## src/rtl/display_scan_mux.sv

```systemverilog
// display_scan_mux: time-multiplexed 4-digit scanner with blanking gaps, frame-synchronous update and leading-zero suppression
module display_scan_mux #(
    parameter int SCAN_DIV     = 1000,
    parameter int BLANK_CYCLES = 16
) (
    input  logic        clk,
    input  logic        rst_n,
    input  logic        load,
    input  logic [15:0] value,
    input  logic        lzs,
    output logic        a,
    output logic        b,
    output logic        c,
    output logic        d,
    output logic [3:0]  digit_en,
    output logic        frame_done,
    output logic        pending
);
    typedef enum logic {GAP, SHOW} state_t;
    localparam logic [15:0] SHOW_LAST = 16'(SCAN_DIV - 1);
    localparam logic [15:0] GAP_LAST  = 16'(BLANK_CYCLES - 1);
    state_t      state, state_n;
    logic [15:0] cnt, cnt_n, active, active_n, staging;
    logic [1:0]  idx, idx_n;
    logic [3:0]  nib;
    logic        last, boundary, blank_n;
    always_comb begin
        last     = cnt == (state == SHOW ? SHOW_LAST : GAP_LAST);
        boundary = state == SHOW && idx == 2'd3 && last;
        state_n  = last ? (state == GAP ? SHOW : GAP) : state;
        cnt_n    = last ? 16'd0 : cnt + 16'd1;
        idx_n    = state == SHOW && last ? idx + 2'd1 : idx;
        active_n = !boundary ? active : load ? value : pending ? staging : active;
        blank_n  = lzs && idx_n != 2'd0 && (active_n >> {idx_n, 2'b00}) == 16'd0;
    end
    always_ff @(posedge clk) begin
        if (!rst_n) begin
            state      <= GAP;
            cnt        <= 16'd0;
            idx        <= 2'd0;
            active     <= 16'd0;
            staging    <= 16'd0;
            pending    <= 1'b0;
            nib        <= 4'd0;
            digit_en   <= 4'hF;
            frame_done <= 1'b0;
        end else begin
            state      <= state_n;
            cnt        <= cnt_n;
            idx        <= idx_n;
            active     <= active_n;
            staging    <= load ? value : staging;
            pending    <= !boundary && (load || pending);
            nib        <= active_n[{idx_n, 2'b00} +: 4];
            digit_en   <= state_n == SHOW && !blank_n ? ~(4'b0001 << idx_n) : 4'hF;
            frame_done <= state_n == SHOW && idx_n == 2'd3 && cnt_n == SHOW_LAST;
        end
    end
    assign {a, b, c, d} = nib;
endmodule

```

## config.mk

```make
export PLATFORM = sky130hd
export DESIGN_NAME = display_scan_mux
export DESIGN_NICKNAME = d
export VERILOG_FILES = /design/src/rtl/display_scan_mux.sv
export SDC_FILE = /design/constraint.sdc
export NUM_CORES = 1
export LEC_CHECK = 0
export ABC_AREA = 1
export BUFFER_PORTS_ARGS = -buffer_cell sky130_fd_sc_hd__buf_2
export CAP_MARGIN = 20
export CORE_UTILIZATION = 35
export DETAILED_ROUTE_END_ITERATION = 7
export GPL_TIMING_DRIVEN = 1
export PLACE_DENSITY = 0.55
export SYNTH_ARGS = -nofsm -noshare
export SYNTH_HDL_FRONTEND = slang
export SYNTH_SLANG_ARGS = --single-unit
export TNS_END_PERCENT = 30
```

## constraint.sdc

```tcl
create_clock -name clk -period 4 [get_ports clk]
set_clock_uncertainty 0.15 [all_clocks]
set_input_delay 0.4 -clock clk [delete_from_list [all_inputs] [get_ports clk]]
set_output_delay 0.4 -clock clk [all_outputs]
set_load 0.005 [all_outputs]
```

==> flow_metrics.py, run 1 <==
metrics = {
    "power": {
        "intPower_mw": 0.944,
        "p_clk_share_pct": 43.9,
        "power.switching_mw": 0.284,
        "swShare_pct": 23.1,
        "power.leakage_nw": 1.60,
        "p_comb_share_pct": 5.2,
        "peakVddDrop_v": 0.000216,
        "power_frac_seq_pct": 51.0,
        "powerDensity_nw_per_um2": 357,
    },
    "die": {
        "rows": 33,
        "dieHeight_um": 95.0,
        "start_util_pct": 36.5,
        "dieArea_um2": 9020,
        "die_w_um": 95.0,
        "io_pins": 30,
        "core-area_um2": 8300,
    },
    "setup_path": {
        "crit_path_end_kind": "register",
        "cp-start-kind": "register",
        "crit_fanout": 8,
        "critPathRequiredTime_ns": 4.05,
        "crit_arrival_ns": 3.43,
        "crit_type": "reg2reg",
    },
    "sta": {
        "hold_slack_ns": 0.176,
        "max_slew_margin_pct": 61.3,
        "final-setup-viol-count": 0,
        "finalCritPeriodShare_pct": 84.5,
        "drv_slew": 0,
        "clock.fmax_mhz": 296,
        "worst_pin_slew_ns": 0.577,
        "finalHoldViolCount": 0,
        "fin_ws_ns": 0.621,
        "setup_tns_ns": 0,
        "period_minus_slack_ns": 3.38,
        "rsz0062_at_grt": "no",
    },
    "routing": {
        "vias": 2686,
        "drt_first_iter_violations": 114,
        "ant_nets": 0,
        "post-route-drc-count": 0,
        "vias_per_cell": 4.69,
        "firstDrtPassIters": 4,
        "wl_mm": 6.98,
        "post_drt_wl_per_cell_um": 12.2,
    },
    "cells_and_area": {
        "syn2layout_area_growth_pct": 13.6,
        "antenna_cells": 0,
        "multiInputGateArea_um2": 1540,
        "most-common-layout-cells": "123 x nand2_1, 61 x nor2_1, 61 x dfxtp_1, 51 x inv_1, 29 x buf_2",
        "fillerInstances": 881,
        "final_common_cell": "nand2_1",
        "final_nets": 487,
        "drive_above_1_share_pct": 15.8,
        "seq_area_um2": 1220,
    },
    "yosys": {
        "ys_seq_area_share_pct": 40.3,
        "syn_area_per_cell_um2": 6.99,
        "synthSimpleGateAreaFrac_pct": 37.7,
        "synthesis.area_um2": 3030,
        "synth_cell_types": 40,
        "synth_compound_area_share_pct": 10.4,
        "ys_warn_count": 0,
        "ys_ff_latch": 61,
        "syn_inst": 433,
        "synth_mux_area_share_pct": 0,
        "synth_top_family_by_area": "simple AND/OR/NAND/NOR gates",
        "synth_fa_ha_area_share_pct": 1.65,
        "syn-num-nets": 457,
        "synth_xor_area_share_pct": 1.12,
    },
    "global_routing": {
        "grt_max_degree": 35,
        "grt_pass1_wl_mm": 11.3,
        "grt_overflow": 0,
        "grt_antenna_before_repair": 0,
        "grt_pass1_vias": 2444,
        "track_usage_pct": 16.6,
    },
    "job": {
        "drv_cap": 0,
    },
    "clock_network": {
        "cts_tree": "yes",
        "cts-htree-levels": 3,
        "cts.sinks": 61,
        "post-cts-setup-buffers": 0,
        "cts_buffer_depth": 2,
        "cts_root_buf": "clkbuf_8",
        "cts_buffers": 9,
        "hold_buffers": 0,
        "insertion_delay_ns": 0.33,
        "clk_pin_slew_ns": 0.07,
        "cts_resized": 0,
    },
    "placement": {
        "dp_hpwl_mm": 5.04,
        "gp_congestion": 0.837,
        "port_buffers": 29,
        "dp_slack_ns": 0.598,
    },
    "hold_path": {
        "min_path_type": "in2reg",
    },
    "status": {
        "status": "finished, final reports clean",
    },
}
-- worst max-delay path, cell delays in order (launching register included) --
cell	delay (ns)
dfxtp_1	0.35
ha_1	0.17
nand2_1	0.10
clkinv_2	0.11
nand3_4	0.09
nor2_8	0.16
nand3_1	0.27
inv_1	0.20
ha_1	0.25
xor2_2	0.31
inv_1	0.20
nor2_1	0.36
nand2_1	0.13
nand3b_1	0.10
inv_1	0.04
nand2_1	0.05
nor2_1	0.05
nand3_2	0.09
nand3_1	0.07
-- state kept, by name, indices dropped and copies added (netlist names) --
| signal | cells |
|---|---|
| cnt | 16 |
| nib | 4 |
| pending | 1 |
| digit_en | 4 |
| staging | 16 |
| idx | 2 |
| frame_done | 1 |
| active | 16 |
| state | 1 |
-- through the flow --
step | std cells | instance area [um2] | power (mW) | utilization (%)
global placement | 557 | 3250 | 0.703 | 39.1
global route | 573 | 3440 | 1.28 | 41.4
finish | 573 | 3440 | 1.23 | 41.4
floorplan | 433 | 3030 | 0.682 | -
CTS | 573 | 3440 | 1.25 | 41.4
detailed placement | 557 | 3250 | 0.703 | 39.1
-- routing by layer --
metal	routed length, um	up-vias	GRT usage, %
met5	0	-	0
met1	3340	1194	20.3
li1	-	1430	-
met2	3190	47	26.7
met3	277	15	4.91
met4	181	0	7.58
-- area by class of cell --
class                      count  area share, %
clock buffer                  12           4.22
clock inverter                 4           1.38
inverter                      53           5.82
multi-input combinational    308           44.8
sequential                    61           35.5
tap                          105           3.82
timing repair buffer          30           4.44
-- cells by family (layout without fill, tap and decap cells) --
kind of cell,count (synthesis),after routing
AND/OR/NAND/NOR,248,248
buffers and inverters,64,99
flip-flops,61,61
AO/OA/AOI/OAI,53,53
adder cells (fa/ha/maj),4,4
XOR/XNOR,3,3
-- synth_stat cells --
cell type / n / share of area (%)
nand4_4: 1 / 0.70
nand3_4: 2 / 1.2
nand3_1: 18 / 3.0
xor2_1: 2 / 0.58
o21ai_2: 2 / 0.58
a21oi_1: 25 / 4.1
dfxtp_1: 61 / 40
a21boi_0: 2 / 0.50
nand2_4: 2 / 0.74
nand4_1: 12 / 2.5
o22ai_1: 2 / 0.41
xor2_2: 1 / 0.54
nor2_2: 5 / 1.0
nand3b_1: 2 / 0.50
and2_1: 1 / 0.21
nor2_4: 2 / 0.74
a21boi_1: 1 / 0.25
ha_1: 4 / 1.7
nand2_1: 123 / 15
nor3_1: 6 / 0.99
clkbuf_1: 7 / 0.87
o21bai_1: 1 / 0.25
a31oi_1: 1 / 0.21
inv_1: 51 / 6.3
a31o_2: 2 / 0.58
nand3_2: 2 / 0.66
o21ai_0: 12 / 2.0
nand2_2: 8 / 1.7
or2_1: 1 / 0.21
o21a_1: 1 / 0.25
nor2_1: 61 / 7.6
o211ai_1: 2 / 0.50
buf_4: 3 / 0.74
nor4_1: 1 / 0.21
a21o_1: 1 / 0.25
clkinv_2: 1 / 0.17
buf_8: 1 / 0.50
nor2_8: 1 / 0.66
o21ai_4: 1 / 0.54
clkinv_1: 1 / 0.12
-- power by group through the flow --
stage	Sequential [mW]	Clock [mW]	Combinational, mW
4_1_cts	0.626	0.557	0.0642
3_5_place_dp	0.639	0	0.0638
5_1_grt	0.627	0.584	0.0712
2_1_floorplan	0.637	0	0.0453
3_3_place_gp	0.639	0	0.0636
6_report	0.626	0.539	0.0638
-- final timing paths --
| path | startpoint | endpoint | slack (ns) | depth (start not counted) |
|---|---|---|---|---|
| setup / recovery | cnt[1] | digit_en[1] | 0.62 | 18 |
| hold / removal | value[3] | staging[3] | 0.18 | 3 |
| hold reg to reg | staging[2] | staging[2] | 0.32 | 2 |
| setup reg to reg | cnt[1] | digit_en[1] | 0.62 | 18 |
Power figures use the tool's default switching activity.
==> run 2: changes to the inputs <==
- PLACE_DENSITY: 0.55 -> 0.57
- clock period: 4 -> 2.9 ns (I/O delays scaled with it)
==> run 2 against run 1 <==
  * Final area is 3.9% higher
  * Routed wire length decreased by 3.5%
  * Clock-buffer cell count did not move
  * Clock power increased by 63%
  * Critical path type unchanged
  * Highest routed layer unchanged
==> flow_metrics.py, run 2 (synthesized netlist as in run 1, its figures left out) <==
metrics = {
    "status": {
        "status": "finished, final reports clean",
    },
    "routing": {
        "vias": 2741,
        "post-route-drc-count": 0,
        "firstDrtPassIters": 4,
        "ant_nets": 0,
        "wl_mm": 6.74,
        "drt_first_iter_violations": 105,
        "post_drt_wl_per_cell_um": 11.6,
        "vias_per_cell": 4.73,
    },
    "cells_and_area": {
        "fin_util_pct": 43.0,
        "final_common_cell": "nand2_1",
        "syn2layout_area_growth_pct": 18.0,
        "drive_above_1_share_pct": 18.5,
        "final_nets": 495,
        "antenna_cells": 0,
        "most-common-layout-cells": "123 x nand2_1, 61 x dfxtp_1, 60 x nor2_1, 50 x inv_1, 29 x buf_2",
        "reg_top3": "active: 16 flops, cnt: 16 flops, staging: 16 flops",
    },
    "clock_network": {
        "cts_buffer_depth": 2,
        "insertion_delay_ns": 0.34,
        "cts_buffers": 9,
        "cts_resized": 0,
        "hold_buffers": 0,
        "cts.sinks": 61,
        "post-cts-setup-buffers": 0,
        "cts_root_buf": "clkbuf_8",
        "cts-htree-levels": 3,
        "clk_pin_slew_ns": 0.07,
        "cts_tree": "yes",
    },
    "die": {
        "core-area_um2": 8300,
        "die_w_um": 95.0,
        "rows": 33,
        "start_util_pct": 36.5,
        "dieArea_um2": 9020,
        "dieHeight_um": 95.0,
        "io_pins": 30,
    },
    "placement": {
        "port_buffers": 29,
        "dp_hpwl_mm": 4.97,
        "gp_congestion": 0.826,
    },
    "sta": {
        "final-setup-viol-count": 0,
        "clock.fmax_mhz": 385,
        "finalHoldViolCount": 0,
        "period_minus_slack_ns": 2.60,
        "finalCritPeriodShare_pct": 89.5,
        "drv_slew": 0,
        "max_slew_margin_pct": 65.3,
        "worst_pin_slew_ns": 0.521,
    },
    "setup_path": {
        "crit_path_end_kind": "register",
        "crit_type": "reg2reg",
        "crit_arrival_ns": 2.72,
        "cp-start-kind": "register",
        "crit_fanout": 5,
        "rr_worst_depth": 18,
        "critPathRequiredTime_ns": 3.03,
    },
    "global_routing": {
        "grtUsageMet2_pct": 26.8,
        "grt-busiest-layer": "met2",
        "met3_usage_pct": 5.39,
        "gr-usage-met1_pct": 19.6,
        "grt_antenna_before_repair": 0,
        "grt_max_degree": 44,
        "grt_overflow": 0,
        "track_usage_pct": 16.2,
        "grt_pass1_vias": 2407,
        "grt_pass1_wl_mm": 11.1,
    },
    "job": {
        "drv_cap": 0,
    },
    "power": {
        "peakVddDrop_v": 0.000258,
        "power.leakage_nw": 1.65,
        "power_mw": 1.83,
        "powerDensity_nw_per_um2": 512,
    },
    "hold_path": {
        "min_path_type": "in2reg",
        "hold_depth": 3,
    },
}
run 2: changes by cell type in the layout (fill, tap and decap cells not counted), moves of 2 or more:
cell	change
clkbuf_1	-2
buf_4	+8
clkinv_2	-2
clkbuf_8	+2
run 2: metal layers:
metal / up-vias / share of wire [%]
met5: - / 0
met4: 0 / 1.4
met3: 7 / 4.1
met2: 48 / 46
met1: 1233 / 49
li1: 1453 / -
run 2: worst paths after layout:
kind | from | to | slack, ns
worst min register to register | staging[1] | staging[1] | 0.32
worst min-delay path | value[3] | staging[3] | 0.06
worst max-delay path | cnt[1] | frame_done | 0.30
worst max register to register | cnt[1] | frame_done | 0.30
run 2: worst max-delay path, stage by stage, from the launching register on:
cell and delay (ns):
dfxtp_1 0.33, ha_1 0.19, nand2_1 0.12, clkinv_2 0.12, nand3_4 0.10, nor2_8 0.04
nand3_1 0.11, inv_2 0.08, ha_4 0.26, nand2_1 0.04, inv_1 0.13, nand3_1 0.10
inv_1 0.11, nand4_1 0.12, nor3_2 0.17, nand3_1 0.10, nor2_1 0.11, nand4_1 0.08
nor2_1 0.09
run 2: per-stage QoR:
step | setup WS [ns] | TNS [ns] | cells | cell area [um2] | hold slack (ns)
floorplan | 0.0137 | 0 | 433 | 3030 | 0.266
global placement | 0.197 | 0 | 565 | 3310 | 0.300
detailed placement | 0.140 | 0 | 565 | 3310 | 0.306
CTS | 0.121 | 0 | 580 | 3540 | 0.0413
global route | -0.00195 | -0.00195 | 580 | 3570 | 0.0497
finish | 0.305 | 0 | 580 | 3570 | 0.0581
run 2: layout make-up:
cell class | count | area (um2)
fillers | 880 | 4730
multi-input cells | 308 | 1570
flip-flops and latches | 61 | 1220
repair buffers | 38 | 213
inverters | 53 | 200
clock buffers | 12 | 165
well taps | 105 | 131
clock inverters | 3 | 67.6
run 2: power breakdown:
group	switching, mW	leakage [nW]	total (mW)	internal (mW)
clock	0.328	0.115	0.878	0.550
combinational	0.0593	1.04	0.0913	0.0320
sequential	0.00648	0.495	0.861	0.854
total	0.394	1.65	1.83	1.44
